File: src/rtl/data_sampling.sv
// data_sampling: UART oversampling bit sampler; DATA_SAMPLING_MAJORITY_EN selects the 3-tick majority vote, else a single mid-bit sample
module data_sampling #(
    parameter int PRESCALE_W = 6
) (
    input  logic                  clk,
    input  logic                  rst,
    input  logic [PRESCALE_W-1:0] prescale,
    input  logic [PRESCALE_W-1:0] edge_cnt,
    input  logic                  dat_samp_en,
    input  logic                  rx_in,
    output logic                  sampled_bit,
    output logic                  sample_valid
);
    logic [PRESCALE_W-1:0] mid;
    logic                  ok, at_lo, at_mid, at_hi, unused_dbg;
    logic [2:0]            bit_under_tst;
    logic [1:0]            sample_count;

    // prescale below 4 would put M-1 on tick 0 or wrap, so no tick matches
    always_comb begin
        mid    = prescale >> 1;
        ok     = prescale >= PRESCALE_W'(4);
        at_lo  = ok && edge_cnt == mid - PRESCALE_W'(1);
        at_mid = ok && edge_cnt == mid;
        at_hi  = ok && edge_cnt == mid + PRESCALE_W'(1);
    end

    assign unused_dbg = ^bit_under_tst;

`ifdef DATA_SAMPLING_MAJORITY_EN
    logic vote;
    assign vote = (bit_under_tst[1] & bit_under_tst[0]) | (rx_in & (bit_under_tst[1] | bit_under_tst[0]));
`endif

    always_ff @(posedge clk) begin
        if (rst) begin
            sampled_bit   <= 1'b1;
            sample_valid  <= 1'b0;
            bit_under_tst <= 3'b111;
            sample_count  <= 2'd0;
        end else if (!dat_samp_en || edge_cnt == '0) begin
            sample_valid  <= 1'b0;
            bit_under_tst <= 3'b111;
            sample_count  <= 2'd0;
        end else begin
            sample_valid <= 1'b0;
            if (at_lo || at_mid) begin
                bit_under_tst <= {bit_under_tst[1:0], rx_in};
                sample_count  <= sample_count + 2'd1;
            end
            if (at_hi)
                sample_count <= 2'd0;
`ifdef DATA_SAMPLING_MAJORITY_EN
            if (at_hi) begin
                sampled_bit  <= vote;
                sample_valid <= 1'b1;
            end
`else
            if (at_mid) begin
                sampled_bit  <= rx_in;
                sample_valid <= 1'b1;
            end
`endif
        end
    end
endmodule

File: config.mk
export PLATFORM = sky130hd
export DESIGN_NAME = data_sampling
export DESIGN_NICKNAME = d
export VERILOG_FILES = /design/src/rtl/data_sampling.sv
export SDC_FILE = /design/constraint.sdc
export NUM_CORES = 1
export LEC_CHECK = 0
export CORE_AREA = 2 2 39 41
export DETAILED_ROUTE_END_ITERATION = 10
export DIE_AREA = 0 0 41 43
export PLACE_DENSITY = 0.36
export SLEW_MARGIN = 20
export SYNTH_ARGS = -nofsm -noshare
export SYNTH_HDL_FRONTEND = slang
export SYNTH_SLANG_ARGS = --single-unit
File: constraint.sdc
create_clock -name clk -period 1.2 [get_ports clk]
set_input_delay 0.24 -clock clk [delete_from_list [all_inputs] [get_ports clk]]
set_output_delay 0.24 -clock clk [all_outputs]
set_load 0.02 [all_outputs]
==> impl_metrics.tcl <==
set metrics [dict create \
    die_w_um 41 \
    cts_tree "yes" \
    drtPass1Iterations 3 \
    synth_xor_area_share_pct 33.7 \
    via_count 173 \
    synth-seq-cells 2 \
    cp.arrival_ps 890 \
    cts_hold_buffers 0 \
    muxShareOfSynthArea_pct 7.69 \
    cts_max_path_buffers 2 \
    die_y_um 43 \
    antenna_found_initial 0 \
    fillers 141 \
    rsz0062_at_grt "no" \
    ir_drop_v 0.000339 \
    ys_seq_area_share_pct 30.8 \
    cts_setup_buffers 0 \
    final_core_util_pct 25.6 \
    core_um2 1380 \
    ys_types 9 \
    pre_cts_ws_ps -268 \
    drv_cap 0 \
    fmaxAchievable_mhz 884 \
    clkTransAtPathRegs_ps 30 \
    r2r_slack_ps 610 \
    power.density_nw_per_um2 798 \
    grt_pass1_wl_um 696 \
    gp_congestion 0.588 \
    mostFrequentLayoutCells "clkdlybuf4s50_1 (7), dlymetal6s2s_1 (5), dlygate4sd2_1 (4)" \
    register_area_um2 40.0 \
    initial_core_util_pct 9.40 \
    final_layout_size_suffix_gt1_share_pct 14.3 \
    cts_root_buf "clkbuf_4" \
    yosys.area_share.adder_pct 0 \
    p_leak_uw 0.000184 \
    crit_buf_inv 1 \
    synth_warnings 0 \
    hpwl_um 389 \
    routedWlPerCell_um 9.10 \
    synth_nets 31 \
    path_cells "dlygate4sd2_1" \
    fin_skew_ps 0 \
    port-buffer-count 16 \
    cts_buffers 3 \
    final.min_clock_period_ps 1130 \
    finalWorstSetupSlack_ps 69.3 \
    rows 14 \
    yosys.area_share.simple_pct 27.9 \
    io_pins 18 \
    clk-insertion-delay-late_ps 220 \
    crit_type "reg -> out" \
    synth_cells 15 \
    syn_area_per_cell_um2 8.68 \
    critPathMaxStageDelay_ps 340 \
    area_delta_synth_final_pct 172 \
    grt_usage_pct 6.51 \
    worstPathRequired_ps 960 \
    tns_ps 0 \
    final_nets 53 \
    cts_max_level 1 \
    hold_path_class "reg -> reg" \
    multi_input_area_um2 96.3 \
    setup_viol 0 \
    grt_pass1_vias 179 \
    layout_commonest_cell "clkdlybuf4s50_1" \
    grt_max_degree 4 \
    startpoint_type "flop" \
    drc 0 \
    worstMarginPinSlew_ps 220 \
    via_per_inst 3.39 \
    finalCritPeriodShare_pct 94.2 \
    report.final.slew_viol_count 0 \
    diodes 0 \
    synth_compound_area_share_pct 0 \
    critPathTopFamily "buffers and inverters" \
    relSlewSlack_pct 85.4 \
    dieArea_um2 1760 \
    cp_slowest_cell "dlygate4sd2_1" \
    final_hold_viol_count 0 \
    cp_max_fo 2 \
    endpoint_kind "primary output" \
    overflow 0 \
    syn_area_um2 130 \
    synth_top_family_by_area "XOR/XNOR gates" \
    clock_sinks 2 \
    totalWireLength_um 464 \
    hold_ws_ps 527 \
    outcome "complete, no violations" \
    drt_iter0_markers 1 \
    ant_nets 0 \
]
==> area by class of cell <==
| type | count | area share, % |
|---|---|---|
| sequential | 2 | 11.3 |
| multi-input combinational | 13 | 27.2 |
| tap | 16 | 5.65 |
| clock buffer | 3 | 6.36 |
| timing repair buffer | 17 | 49.5 |
==> worst register-to-register path: cells and delay by family, from the launching register on <==
family           cells  cell delay, ps
DFF                  1             310
and+or+nand+nor      1             100
muxes                1              70
==> Yosys cell counts <==
master / n / area, um2
nor2_1: 3 / 11.3
xor2_1: 3 / 26.3
dfxtp_1: 2 / 40.0
xnor2_1: 2 / 17.5
mux2i_1: 1 / 10.0
nand4_1: 1 / 6.26
nor3_1: 1 / 5.00
nor3b_1: 1 / 7.51
nor4_1: 1 / 6.26
==> registers in the layout (all words and copies together) (netlist names) <==
signal / count
sample_valid: 1
sampled_bit: 1
==> path summary, 6_finish.rpt <==
path,startpoint,to,cells after the start
setup / recovery,sampled_bit,sampled_bit,1
hold / removal,sampled_bit,sampled_bit,2
setup reg to reg,sampled_bit,sampled_bit,2
hold reg to reg,sampled_bit,sampled_bit,2
==> where the power goes <==
group          internal [uW]  switching (uW)  leakage (uW)  total (uW)
clock                    110            34.7     0.0000138         145
sequential              67.4           0.158     0.0000162        67.6
combinational           49.3            20.9      0.000154        70.2
==> routing by layer <==
layer	wire, um	vias up	GRT usage, %	share of wire, %
met5	0	-	0	0
met4	0	0	4.00	0
met3	95	0	6.81	20
met2	143	17	6.25	31
met1	225	63	8.31	48
li1	-	93	-	-
==> stage by stage <==
stage	instance area, um2	power [uW]	cells
after detailed placement	318	143	48
after floorplan	130	86.4	15
after global routing	354	306	51
after global placement	318	142	48
after CTS	335	296	51
final	354	283	51
==> timing repair <==
action                                  CTS  global route
gates resized for setup                   4             6
endpoints found under the setup margin    3             1
pin swaps                                 3             5
==> cell families (layout without fill, tap and decap cells) <==
group,after synthesis,count (layout)
XOR/XNOR,5,5
buffers and inverters,0,20
flip-flops,2,2
multiplexers,1,1
AND/OR/NAND/NOR,7,7
No activity file was read; power rests on OpenSTA's default activity.
